**config.mk**
```make
export PLATFORM = sky130hd
export DESIGN_NAME = mdu_sequencer
export DESIGN_NICKNAME = d
export VERILOG_FILES = /design/src/rtl/mdu_pkg.sv /design/src/rtl/mdu_datapath.sv /design/src/rtl/mdu_sequencer.sv
export SDC_FILE = /design/constraint.sdc
export NUM_CORES = 1
export LEC_CHECK = 0
export ABC_AREA = 1
export CAP_MARGIN = 20
export CORE_AREA = 10 10 252 182
export CTS_CLUSTER_DIAMETER = 30
export DETAILED_ROUTE_END_ITERATION = 16
export DIE_AREA = 0 0 262 192
export GPL_TIMING_DRIVEN = 0
export PLACE_DENSITY = 0.66
export SYNTH_ARGS = -nofsm -noshare
export SYNTH_HDL_FRONTEND = slang
export SYNTH_SLANG_ARGS = --single-unit
```
**constraint.sdc**
```tcl
create_clock -name clk -period 3.9 [get_ports clk]
set_input_delay 0.39 -clock clk [delete_from_list [all_inputs] [get_ports clk]]
set_output_delay 0.39 -clock clk [all_outputs]
set_load 0.005 [all_outputs]
```
**src/rtl/mdu_pkg.sv**
```systemverilog
// mdu_pkg: shared types for the multiply/divide unit.
//   mdu_op_e    - RISC-V M-extension funct3 encodings
//   mdu_state_e - sequencer FSM states
//   MDU_XLEN_DEFAULT - default operand/result width
package mdu_pkg;

  localparam int MDU_XLEN_DEFAULT = 32;

  typedef enum logic [2:0] {
    OP_MUL    = 3'b000,
    OP_MULH   = 3'b001,
    OP_MULHSU = 3'b010,
    OP_MULHU  = 3'b011,
    OP_DIV    = 3'b100,
    OP_DIVU   = 3'b101,
    OP_REM    = 3'b110,
    OP_REMU   = 3'b111
  } mdu_op_e;

  typedef enum logic [1:0] {
    IDLE = 2'd0,
    CALC = 2'd1,
    FIX  = 2'd2,
    DONE = 2'd3
  } mdu_state_e;

endpackage

```
**src/rtl/mdu_datapath.sv**
```systemverilog
// mdu_datapath: iterative unsigned shift-add multiplier / restoring divider.
// Ports:
//   clk    - clock
//   load   - capture a_in/b_in and clear the accumulator
//   step   - perform one multiply or divide iteration
//   is_div - select restoring-subtract (1) or shift-add (0) step
//   a_in   - multiplier / dividend magnitude
//   b_in   - multiplicand / divisor magnitude
//   hi     - product high half / remainder
//   lo     - product low half / quotient
// Holds data only, so it carries no reset; the sequencer decides when
// its contents are meaningful.
module mdu_datapath
  import mdu_pkg::*;
#(
  parameter int XLEN = MDU_XLEN_DEFAULT
) (
  input  logic            clk,
  input  logic            load,
  input  logic            step,
  input  logic            is_div,
  input  logic [XLEN-1:0] a_in,
  input  logic [XLEN-1:0] b_in,
  output logic [XLEN-1:0] hi,
  output logic [XLEN-1:0] lo
);

  logic [XLEN-1:0] hi_q, hi_d;
  logic [XLEN-1:0] lo_q, lo_d;
  logic [XLEN-1:0] b_q, b_d;
  // Two guard bits: one for the multiply carry, one as the divide borrow sign.
  logic [XLEN+1:0] lhs, rhs, addsub;

  always_comb begin
    if (is_div) begin
      // Trial subtract of the divisor from the partial remainder shifted
      // left with the next dividend bit.
      lhs = {1'b0, hi_q, lo_q[XLEN-1]};
      rhs = ~{2'b00, b_q};
    end else begin
      lhs = {2'b00, hi_q};
      rhs = lo_q[0] ? {2'b00, b_q} : '0;
    end
    addsub = lhs + rhs + {{(XLEN+1){1'b0}}, is_div};

    hi_d = hi_q;
    lo_d = lo_q;
    b_d  = b_q;
    if (load) begin
      hi_d = '0;
      lo_d = a_in;
      b_d  = b_in;
    end else if (step) begin
      if (is_div) begin
        if (!addsub[XLEN+1]) begin
          hi_d = addsub[XLEN-1:0];
          lo_d = {lo_q[XLEN-2:0], 1'b1};
        end else begin
          hi_d = {hi_q[XLEN-2:0], lo_q[XLEN-1]};
          lo_d = {lo_q[XLEN-2:0], 1'b0};
        end
      end else begin
        // Shift the {carry, sum, multiplier} chain right by one.
        hi_d = addsub[XLEN:1];
        lo_d = {addsub[0], lo_q[XLEN-1:1]};
      end
    end
  end

  always_ff @(posedge clk) begin
    hi_q <= hi_d;
    lo_q <= lo_d;
    b_q  <= b_d;
  end

  assign hi = hi_q;
  assign lo = lo_q;

endmodule

```
**src/rtl/mdu_sequencer.sv**
```systemverilog
// mdu_sequencer: RISC-V M-extension multiply/divide unit control.
// Ports:
//   clk, rst          - clock, asynchronous active-high reset
//   req_valid/ready   - request handshake from EX
//   funct3            - operation select (mdu_op_e)
//   op_a, op_b        - rs1 / rs2 operands
//   flush             - kill the in-flight operation
//   busy              - stall request to the hazard unit
//   res_valid, result - one-cycle result strobe and held result
// Build option: define MDU_EARLY_OUT_EN to finish divide-by-zero and
// signed-overflow requests directly from IDLE to DONE.
module mdu_sequencer
  import mdu_pkg::*;
#(
  parameter int XLEN = MDU_XLEN_DEFAULT
) (
  input  logic            clk,
  input  logic            rst,
  input  logic            req_valid,
  output logic            req_ready,
  input  logic [2:0]      funct3,
  input  logic [XLEN-1:0] op_a,
  input  logic [XLEN-1:0] op_b,
  input  logic            flush,
  output logic            busy,
  output logic            res_valid,
  output logic [XLEN-1:0] result
);

  localparam int CW = $clog2(XLEN);
  localparam logic [CW-1:0] LAST_STEP = CW'(XLEN - 1);

  mdu_state_e      state_q, state_d;
  logic [CW-1:0]   cnt_q, cnt_d;
  mdu_op_e         op_q, op_d;
  logic            neg_q, neg_d;
  logic            special_q, special_d;
  logic [XLEN-1:0] special_val_q, special_val_d;
  logic [XLEN-1:0] result_q, result_d;

  mdu_op_e         op_in;
  logic            accept;
  logic            a_neg, b_neg, b_zero, ovf, special_in, neg_in;
  logic [XLEN-1:0] a_abs, b_abs, special_val_in, fix_val;
  logic [XLEN-1:0] dp_hi, dp_lo;
  logic [2*XLEN-1:0] prod, prod_fix;

  assign op_in     = mdu_op_e'(funct3);
  assign req_ready = (state_q == IDLE) && !flush && !rst;
  assign accept    = req_valid && req_ready;
  assign busy      = (state_q != IDLE) || accept;
  assign res_valid = (state_q == DONE);
  assign result    = result_q;

  // Operand conditioning and special-case detection on the request.
  always_comb begin
    a_neg  = (op_in inside {OP_MULH, OP_MULHSU, OP_DIV, OP_REM}) && op_a[XLEN-1];
    b_neg  = (op_in inside {OP_MULH, OP_DIV, OP_REM}) && op_b[XLEN-1];
    a_abs  = a_neg ? -op_a : op_a;
    b_abs  = b_neg ? -op_b : op_b;
    b_zero = (op_b == '0);
    ovf    = (op_in inside {OP_DIV, OP_REM}) &&
             (op_a == {1'b1, {(XLEN-1){1'b0}}}) && (op_b == '1);
    special_in = funct3[2] && (b_zero || ovf);
    // funct3[1] distinguishes REM/REMU from DIV/DIVU.
    if (b_zero) special_val_in = funct3[1] ? op_a : '1;
    else        special_val_in = funct3[1] ? '0 : op_a;
    // Remainder follows the dividend; everything else follows the sign product.
    neg_in = (op_in == OP_REM) ? a_neg : (a_neg ^ b_neg);
  end

  // Sign correction applied while in FIX.
  always_comb begin
    prod     = {dp_hi, dp_lo};
    prod_fix = neg_q ? -prod : prod;
    unique case (op_q)
      OP_MUL:                         fix_val = prod_fix[XLEN-1:0];
      OP_MULH, OP_MULHSU, OP_MULHU:   fix_val = prod_fix[2*XLEN-1:XLEN];
      OP_DIV, OP_DIVU:                fix_val = neg_q ? -dp_lo : dp_lo;
      default:                        fix_val = neg_q ? -dp_hi : dp_hi;
    endcase
    if (special_q) fix_val = special_val_q;
  end

  always_comb begin
    state_d       = state_q;
    cnt_d         = cnt_q;
    op_d          = op_q;
    neg_d         = neg_q;
    special_d     = special_q;
    special_val_d = special_val_q;
    result_d      = result_q;
    unique case (state_q)
      IDLE: begin
        if (accept) begin
          op_d          = op_in;
          neg_d         = neg_in;
          special_d     = special_in;
          special_val_d = special_val_in;
          cnt_d         = '0;
          state_d       = CALC;
`ifdef MDU_EARLY_OUT_EN
          if (special_in) begin
            state_d  = DONE;
            result_d = special_val_in;
          end
`else
`endif
        end
      end
      CALC: begin
        cnt_d = cnt_q + 1'b1;
        if (cnt_q == LAST_STEP) begin
          cnt_d   = '0;
          state_d = FIX;
        end
      end
      FIX: begin
        state_d  = DONE;
        result_d = fix_val;
      end
      default: state_d = IDLE;
    endcase
    if (flush && (state_q != IDLE)) begin
      state_d  = IDLE;
      cnt_d    = '0;
      result_d = result_q;
    end
  end

  always_ff @(posedge clk or posedge rst) begin
    if (rst) begin
      state_q   <= IDLE;
      cnt_q     <= '0;
      op_q      <= OP_MUL;
      neg_q     <= 1'b0;
      special_q <= 1'b0;
      result_q  <= '0;
    end else begin
      state_q   <= state_d;
      cnt_q     <= cnt_d;
      op_q      <= op_d;
      neg_q     <= neg_d;
      special_q <= special_d;
      result_q  <= result_d;
    end
  end

  always_ff @(posedge clk) begin
    special_val_q <= special_val_d;
  end

  mdu_datapath #(.XLEN(XLEN)) u_datapath (
    .clk    (clk),
    .load   (accept),
    .step   (state_q == CALC),
    .is_div (op_q[2]),
    .a_in   (a_abs),
    .b_in   (b_abs),
    .hi     (dp_hi),
    .lo     (dp_lo)
  );

endmodule

```
== Yosys cells after proc, flatten, opt, wreduce, memory -nomap -nowiden ==
Index checks and enable logic that the tools add are counted.

* Logic and storage cells: 94
* Output and inout port bits: 35
* Register bits after elaboration: 172

* Mux-type cells: 28
* Reduce and logical (&&, ||, !) cells: 28
* $add $sub $neg: 8
* Bitwise logic cells: 3
* Eq/ne operators: 17

{| class="wikitable"
|+ Operator list
! operator !! number
|-
| $mux 32 || 14
|-
| $neg 32->32 || 4
|-
| $pmux 32 s3 || 1
|-
| $eq 32x32->1 const B || 2
|-
| $mux 64 || 1
|-
| $neg 64->64 || 1
|-
| $add 33x34->34 || 1
|-
| $add 34x1->34 || 1
|-
| $mux 34 || 1
|-
| $not 32->34 || 1
|-
| $mux 33 || 1
|-
| $logic_not 32->1 || 1
|-
| $mux 5 || 3
|-
| $eq 3x3->1 const B || 4
|-
| $pmux 5 s2 || 1
|-
| $eq 3x2->1 const B || 3
|-
| $logic_and 1x1->1 || 9
|-
| $reduce_and 2->1 || 4
|-
| $eq 3x1->1 const B || 2
|-
| $mux 2 || 3
|-
| $pmux 2 s3 || 1
|-
| $reduce_bool 2->1 || 3
|-
| $reduce_bool 3->1 || 2
|-
| $add 5x1->5 const B || 1
|-
| 15 further kinds || 19
|}

== Depth between registers and ports, before layout ==
Gate-level depths: netlist of run 1.

* Word-level depth: 8
* Mapped depth: 23

== Modules after synthesis ==
Synthesis of run 1 repeated with hierarchy kept, for this count alone.

* Cell total of the unflattened synthesis: 2710
* Area total of the unflattened synthesis: 16503.3 µm²

{| class="wikitable"
|+ By module, submodules not included
! module !! area an instance (µm²) !! sequential area each (µm²) !! cells an instance !! times used
|-
| mdu_sequencer || 8836.0 || 2062.0 || 1522 || 1
|-
| mdu_datapath || 7667.4 || 2562.5 || 1188 || 1
|}

== Worst setup path before layout of run 1 ==
No wires, ideal clock.

* Kind: register to register
* Start: register op_q[2]
* End: register u_datapath.hi_q[16], in the netlist u_datapath.hi[16]
* Cell stages (with the launch flop): 19
* Arrival time: 3002 ps
* Setup time: 122 ps
* Path slack: 776 ps
* Required time: 3778 ps
* Buffers on the path: 3
* Cell sequence: dfrtp_1 clkbuf_1 clkbuf_1 buf_1 nand2_1 o21ai_0 fa_1 inv_1 fa_1 nand3_1 nand3_1 nand2_1 nand3_1 nand2_1 nand2_1 xnor2_1 nand2_1 nand3_1 o21ai_0

* Longest elaborated chain between the ends: 5
* Elaborated cells between the ends (all ways): 6

{| class="wikitable"
|+ Ends and longest elaborated chain
! element !! RTL line !! text
|-
| start, declared || mdu_sequencer.sv:35 || <nowiki>mdu_op_e op_q, op_d;</nowiki>
|-
| start signal, assigned || mdu_sequencer.sv:142 || <nowiki>op_q <= op_d;</nowiki>
|-
| $mux 33 / $mux 34 (equally long branches) || mdu_datapath.sv:35 || <nowiki>if (is_div) begin</nowiki>
|-
| $add 33x34->34 || mdu_datapath.sv:44 || <nowiki>addsub = lhs + rhs + {{(XLEN+1){1'b0}}, is_div};</nowiki>
|-
| $add 34x1->34 || mdu_datapath.sv:44 ||
|-
| $mux 32 || mdu_datapath.sv:55 || <nowiki>if (!addsub[XLEN+1]) begin</nowiki>
|-
| $mux 32 * || mdu_datapath.sv:54 || <nowiki>if (is_div) begin</nowiki>
|-
| end signal, assigned || mdu_datapath.sv:71 || <nowiki>hi_q <= hi_d;</nowiki>
|-
| end, declared || mdu_datapath.sv:28 || <nowiki>logic [XLEN-1:0] hi_q, hi_d;</nowiki>
|}

Mark *: on every way between the ends. The rest lies on a longest branch, timed or not.
A chain may end at the register's enable or synchronous reset.

== Worst setup path after layout of run 1 ==
* Start: register op_q[2]
* End: register u_datapath.hi_q[29], in the netlist u_datapath.hi[29]

The elaborated chain is that of the path after synthesis.

==> out/results.txt, run 1 <==
Overall power: 0.0175 W
Maxcap violations: 0
Gr usage total: 0.308
Largest net degree at the start of global routing: 42
GRT overflow: 0
Synthesized flop and latch total: 172
Via total after detailed routing: 19300
Cell area after synthesis: 0.0162 sq mm
CP Data Arrival Time: 4.15 ns
Critical Path Max Stage Delay: 0.44 ns
Pre-antenna DRT Iters: 6
WS Path Type: flop to flop
Status: finished, final reports clean
Worst path most repeated cell: nor2_1
Final Hold Fails: 0
# clock sinks: 172
Worst slew pin tran: 1.07 ns
Register area share after synthesis: 0.285
Worst rel slew slack: 0.279
CTS tree: done
Layout cells sized above 1: 0.0473
Chip width: 262 um
Synthesis-to-layout area growth: 15.3%
CP startpoint: op_q[2]
CP Launch Type: flop
WL per Instance: 23.4 um
Hold-fix buffers at CTS: 0
Setup Skew: 0.0103 ns
Worst Path Required: 4.27 ns
Top delay family on crit path: buffers and inverters
Fin cells: 3379
Unrepaired setup endpoints after global routing: false
Via density: 5.72
Worst R2R Setup Slack: 0.13 ns
Antenna diode count: 0
Fillers: 4402
Rows: 62
Slowest stage cell, crit path: dfrtp_2
CP Capture Type: flop
Final Cycle Share: 0.967
Critical Path Stages: 20
Num CTS Buffers: 17
Fin nets: 2937
R2r endpoint: u_datapath.hi[29]
Peak supply drop: 0.000358 V
Initial DRC Count: 2846
Initial Util: 0.399
Worst Setup EP: u_datapath.hi[29]
Register Area: 0.00463 sq mm
Syn Inst Count: 2694
Yosys warns: 0
Cell breakdown of the critical path: inv_4 -> clkbuf_4 -> buf_4 -> buf_4 -> nand3_1 -> o21ai_1 -> ha_1 -> nand2_1 -> nor2_1 -> nand2_1 -> nand3_1 -> inv_1 -> nand2_2 -> nand2_4 -> nand2_4 -> inv_4 -> buf_6 -> nor2_1 -> nor2_1 -> nor2_1
Pwr dens: 933 mW/mm^2
Die area: 0.0503 sq mm
Worst reg2reg startpoint: op_q[2]
Core Region: 0.0407 sq mm
Worst path bufs/invs: 7
Footprint of the multi-input gates: 0.0101 sq mm
Post-DRT Antenna Nets: 0
Worst hold path type: input port to asynchronous set/reset pin
Post-DP HPWL: 65500 um
Hold slack: 0.221 ns
Global-route wire length before repair: 114000 um
Input/output buffers: 105
Avg Inst Size Synth: 6.03 sq um
H-tree depth: 4
Vias in the first global route: 17200
Clock root buffer: clkbuf_16
Antenna violations before repair: 3
Reg2reg path depth: 20
Lkg Pwr: 8.67 nW
Clock buffer depth: 2
Die Span Y: 192 um
Crit path time final: 3.77 ns
Placed instance count: 3344
DR DRC count: 0
Fmax: 0.265 GHz
Final slew viol count: 0
Final setup viols: 0
Ports: 106
Post-Route WL: 79000 um
Syn nets: 2809
Max FO, Critical Path: 10
GPL Wtd Cong: 1.05
Synth cell types: 51
Clock latency on the worst-skew pair: 0.48 ns
Clock slew seen by the registers of the worst setup and hold paths: 0.08 ns
final cells by class:
| class | instances | share of cell area |
|---|---|---|
| clock inverter | 14 | 0.00815 |
| buffer | 105 | 0.0255 |
| timing repair buffer | 109 | 0.0595 |
| sequential | 172 | 0.247 |
| inverter | 301 | 0.0607 |
| tap | 544 | 0.0364 |
| multi-input combinational | 2116 | 0.539 |
| clock buffer | 18 | 0.0235 |
worst register-to-register path, stage by stage, from the launching register on:
cell      delay, ns
dfrtp_2        0.44
inv_4          0.16
clkbuf_4       0.26
buf_4          0.24
buf_4          0.25
nand3_1        0.11
o21ai_1        0.28
ha_1           0.39
nand2_1        0.19
nor2_1         0.11
nand2_1        0.08
nand3_1        0.14
inv_1          0.11
nand2_2        0.10
nand2_4        0.14
nand2_4        0.12
inv_4          0.13
buf_6          0.17
nor2_1         0.06
nor2_1         0.15
nor2_1         0.06
cell usage after synthesis, drive strengths merged:
master  count  share of area
clkinv      3        0.00069
a211oi      1        0.00046
o22ai       5         0.0019
o211ai     10         0.0046
nor3b       3         0.0014
nand3b     15         0.0069
edfxtp     96           0.18
dfrtp      44          0.068
nand2     868           0.20
xor2       54          0.029
dfxtp      32          0.039
inv       298          0.069
o21a        1        0.00046
clkbuf     70          0.016
or3         1        0.00039
xnor2      20          0.011
nand4      57          0.022
fa          2         0.0025
a21oi      89          0.028
o21bai      2        0.00092
buf        35          0.011
and2        6         0.0023
o21ai     259          0.080
o31ai       2        0.00092
a21o        4         0.0018
nor2      363          0.086
nor3       29          0.011
nand3     259          0.081
ha         42          0.032
or2         4         0.0015
and3        4         0.0015
a221oi      2         0.0011
nor4        7         0.0027
a31oi       7         0.0027
cell families (layout without fill, tap and decap cells):
family | after synthesis | count (layout) | share of synthesized area
buffers and inverters | 406 | 547 | 0.0969
and+or+nand+nor | 1616 | 1616 | 0.420
DFF | 172 | 172 | 0.285
xor gates and xnor gates | 74 | 74 | 0.0399
AOI/OAI and AO/OA | 382 | 382 | 0.123
adders and majority gates | 44 | 44 | 0.0348
layer usage:
layer	track usage	share of wire	vias to the layer above
li1	-	-	9027
met1	0.481	0.48	9210
met2	0.401	0.38	1029
met3	0.0910	0.13	74
met4	0.0604	0.014	4
met5	0	0.00035	-
power by group:
group | switching [W] | internal (W)
clock network | 0.000854 | 0.000923
logic | 0.00877 | 0.00360
registers | 0.000671 | 0.00264
worst min-delay path by stage:
stage	startpoint	to	slack, ns
2_1_floorplan	special_val_q[0]	result[0]	0.45
3_3_place_gp	result[27]	result[27]	0.46
3_5_place_dp	result[3]	result[3]	0.47
4_1_cts	rst	cnt_q[1]	0.21
5_1_grt	rst	cnt_q[1]	0.25
6_report	rst	cnt_q[1]	0.22
state kept, by name, summed over array words and instances (netlist names):
register,count
op_q,3
u_datapath.hi,32
u_datapath.b_q,32
u_datapath.lo,32
neg_q,1
special_val_q,32
state_q,2
cnt_q,5
special_q,1
result,32
cell usage in the layout, fill, tap and decap left out, types with 6 or more instances in the layout:
cell type,synthesis,routed
a21oi_1,87,87
a31oi_1,7,7
and2_1,6,6
buf_2,23,25
clkbuf_1,70,61
clkbuf_16,0,17
clkbuf_2,0,6
clkdlybuf4s50_1,0,105
dfrtp_1,44,43
dfxtp_1,32,32
edfxtp_1,96,96
ha_1,42,42
inv_1,289,287
inv_2,8,8
nand2_1,861,861
nand3_1,255,255
nand3b_1,15,15
nand4_1,57,57
nor2_1,353,352
nor2_2,7,8
nor3_1,22,22
nor3_2,6,6
nor4_1,7,7
o211ai_1,10,10
o21ai_0,241,225
o21ai_1,17,22
o21ai_2,1,12
xnor2_1,20,19
xor2_1,54,54
repair_timing:
item | CTS | global route
pin swaps | 0 | 1
setup endpoints to repair | 34 | 33
buffers inserted | 0 | 2
gates resized for setup | 34 | 23
metrics by stage:
stage / setup TNS (ns) / utilization / instance area [sq um] / setup WS, ns
after floorplan: 0 / - / 16200 / 0.776
after global placement: -21.79 / 0.441 / 18000 / -0.806
after detailed placement: -22.53 / 0.442 / 18000 / -0.828
after CTS: 0 / 0.458 / 18600 / 0.00714
after global routing: 0 / 0.460 / 18700 / 0.0103
final: 0 / 0.460 / 18700 / 0.128
Note: power is estimated with default switching activity, not from simulation.
==> inputs of run 2 (changes only) <==
Settings changed: TNS_END_PERCENT set to 10.
==> results of run 2 <==
No change in the layout: final DEF, timing and power equal those of run 1.
==> inputs of run 3 (changes only) <==
Settings changed: CORE_AREA 10 10 252 182 to 10 10 254 183, DIE_AREA 0 0 262 192 to 0 0 264 193, PLACE_DENSITY 0.66 to 0.63, SYNTH_HIERARCHICAL set to 1.
==> out/results.txt, run 3 <==
Status: finished, final reports clean
Post-DP HPWL: 62200 um
Chip width: 264 um
CP Capture Type: flop
Clock slew seen by the registers of the worst setup and hold paths: 0.06 ns
Gr usage total: 0.288
Main synth FF type: edfxtp_1
CP Launch Type: flop
Final Hold Fails: 0
Input/output buffers: 105
Syn nets: 2825
Worst Path Required: 4.30 ns
Setup Skew: 0.0135 ns
Global-route wire length before repair: 109000 um
Clock root buffer: clkbuf_16
DR DRC count: 0
Crit path time final: 3.72 ns
Ports: 106
WL per Instance: 22.0 um
Vias in the first global route: 17100
Fin cells: 3404
WS Path Type: flop to flop
Cell area after synthesis: 0.0165 sq mm
CP Data Arrival Time: 4.12 ns
Dpl ws: -0.897 ns
# clock sinks: 172
Largest net degree at the start of global routing: 39
Most common cell after layout, fill and taps aside: nand2_1
Fin nets: 2954
H-tree depth: 4
Avg Inst Size Synth: 6.09 sq um
Synth cell types: 55
Count leader, synth: nand2_1
Hold slack: 0.289 ns
Clock buffer depth: 2
Clock latency on the worst-skew pair: 0.47 ns
Pre-antenna DRT Iters: 8
Worst hold path type: input port to asynchronous set/reset pin
Via density: 5.56
Register area share after synthesis: 0.280
Worst slew pin tran: 1.11 ns
Synthesis-to-layout area growth: 14.7%
Yosys warns: 6
Final TNS setup: 0 ns
Final Cycle Share: 0.953
Synthesized flop and latch total: 172
Post-DRT Antenna Nets: 0
GPL Wtd Cong: 1.01
Largest cells by area after synthesis: nand2_1 19%, edfxtp_1 17%, nor2_1 8.4%
Post-Route WL: 74800 um
Via total after detailed routing: 18900
Worst rel slew slack: 0.251
Placed instance count: 3370
Final setup viols: 0
GRT overflow: 0
Fmax: 0.269 GHz
Largest area contributor in the netlist: nand2_1
Unrepaired setup endpoints after global routing: true
Initial Util: 0.395
Final setup margin: 0.183 ns
Max FO, Critical Path: 10
Layout cells sized above 1: 0.0673
Antenna diode count: 0
Initial DRC Count: 2779
Rows: 63
Synth top area share: 0.189
Hold-fix buffers at CTS: 0
Core Region: 0.0418 sq mm
Post-synth EDFFs: 96
Die Span Y: 193 um
Lkg Pwr: 8.58 nW
Final slew viol count: 0
Async SR Flop Fraction: 0.256
Antenna violations before repair: 0
Maxcap violations: 0
Peak supply drop: 0.000577 V
Fillers: 4533
Syn Inst Count: 2710
CTS tree: done
Die area: 0.0510 sq mm
Pwr dens: 967 mW/mm^2
Most frequent cells in the layout: 826 x nand2_1, 368 x nor2_1, 299 x inv_1, 203 x nand3_1, 171 x a21oi_1
Most frequent cells after synthesis: 829 x nand2_1, 370 x nor2_1, 303 x inv_1, 204 x nand3_1, 172 x a21oi_1
Num CTS Buffers: 17
[run 3: changes by cell type after synthesis, sizes merged, moves of 7 or more]
| cell | previous run | this run |
|---|---|---|
| a21oi | 89 | 177 |
| a31oi | 7 | 20 |
| clkbuf | 70 | 60 |
| inv | 298 | 321 |
| nand2 | 868 | 847 |
| nand3 | 259 | 219 |
| nand3b | 15 | 4 |
| nor2 | 363 | 392 |
| o211ai | 10 | 3 |
| o21ai | 259 | 201 |
| xnor2 | 20 | 34 |
[run 3: stage by stage]
| step | area (sq um) | util | power [W] |
|---|---|---|---|
| finish | 18900 | 0.453 | 0.0183 |
| global route | 18900 | 0.453 | 0.0197 |
| floorplan | 16500 | - | 0.0115 |
| CTS | 18900 | 0.452 | 0.0178 |
| global placement | 18200 | 0.437 | 0.0161 |
| detailed placement | 18300 | 0.439 | 0.0161 |
[run 3: path summary, 6_finish.rpt]
check	from	end	slack, ns	cells after the start
worst min-delay path	rst	cnt_q[0]	0.29	2
worst max register to register	op_q[2]	u_datapath/hi[23]	0.18	19
min in group clk	cnt_q[4]	cnt_q[4]	0.51	2
worst max-delay path	op_q[2]	u_datapath/hi[23]	0.18	19
max in group asynchronous	rst	op_q[2]	3.06	3
worst min register to register	cnt_q[4]	cnt_q[4]	0.51	2
[run 3: cell type report]
class,count,area (sq um),share of cell area
well taps,552,691,0.0365
clock buffers,19,453,0.0239
multi-input cells,2114,10200,0.541
flip-flops and latches,172,4630,0.244
clock inverters,13,75.1,0.00397
plain buffers,98,468,0.0247
inverters,325,1230,0.0650
repair buffers,111,1150,0.0607
[run 3: cells by family after synthesis]
logic type,count (synthesis),share of synthesized area
flops,172,0.280
fa+ha+maj,44,0.0343
buf+inv,424,0.101
xor+xnor,82,0.0435
simple gates,1566,0.405
compound gates,422,0.136
[run 3: power breakdown]
part / leakage, nW / switching [W] / total [W] / internal (W)
Sequential: 1.68 / 0.00114 / 0.00384 / 0.00270
Combinational: 6.63 / 0.00889 / 0.0129 / 0.00398
Clock: 0.261 / 0.000758 / 0.00159 / 0.000834
Total: 8.58 / 0.0108 / 0.0183 / 0.00752
[run 3: critical path, cell delays in order (launching register included)]
cell and delay (ns):
dfrtp_2 0.41, clkinv_1 0.16, buf_2 0.27, clkbuf_2 0.26, o21ai_0 0.61, ha_1 0.42, nand2_1 0.12, nor2_1 0.05
inv_1 0.12, o21ai_1 0.13, inv_2 0.08, nand2_1 0.08, nand2_2 0.11, buf_6 0.16, nand3_4 0.16, inv_4 0.18
nand2_1 0.12, nand2_1 0.08, nor2_1 0.04, nor2_1 0.08
[run 3: timing repair]
action	in CTS	in global routing
resized for setup	17	27
pin swaps	0	1
setup buffers	1	2
endpoints found under the setup margin	75	76
[run 3: routing by layer]
| layer | track usage | vias to the layer above | share of wire |
|---|---|---|---|
| li1 | - | 9038 | - |
| met1 | 0.458 | 8866 | 0.50 |
| met2 | 0.360 | 958 | 0.35 |
| met3 | 0.0872 | 67 | 0.13 |
| met4 | 0.0577 | 0 | 0.016 |
| met5 | 0 | - | 0 |
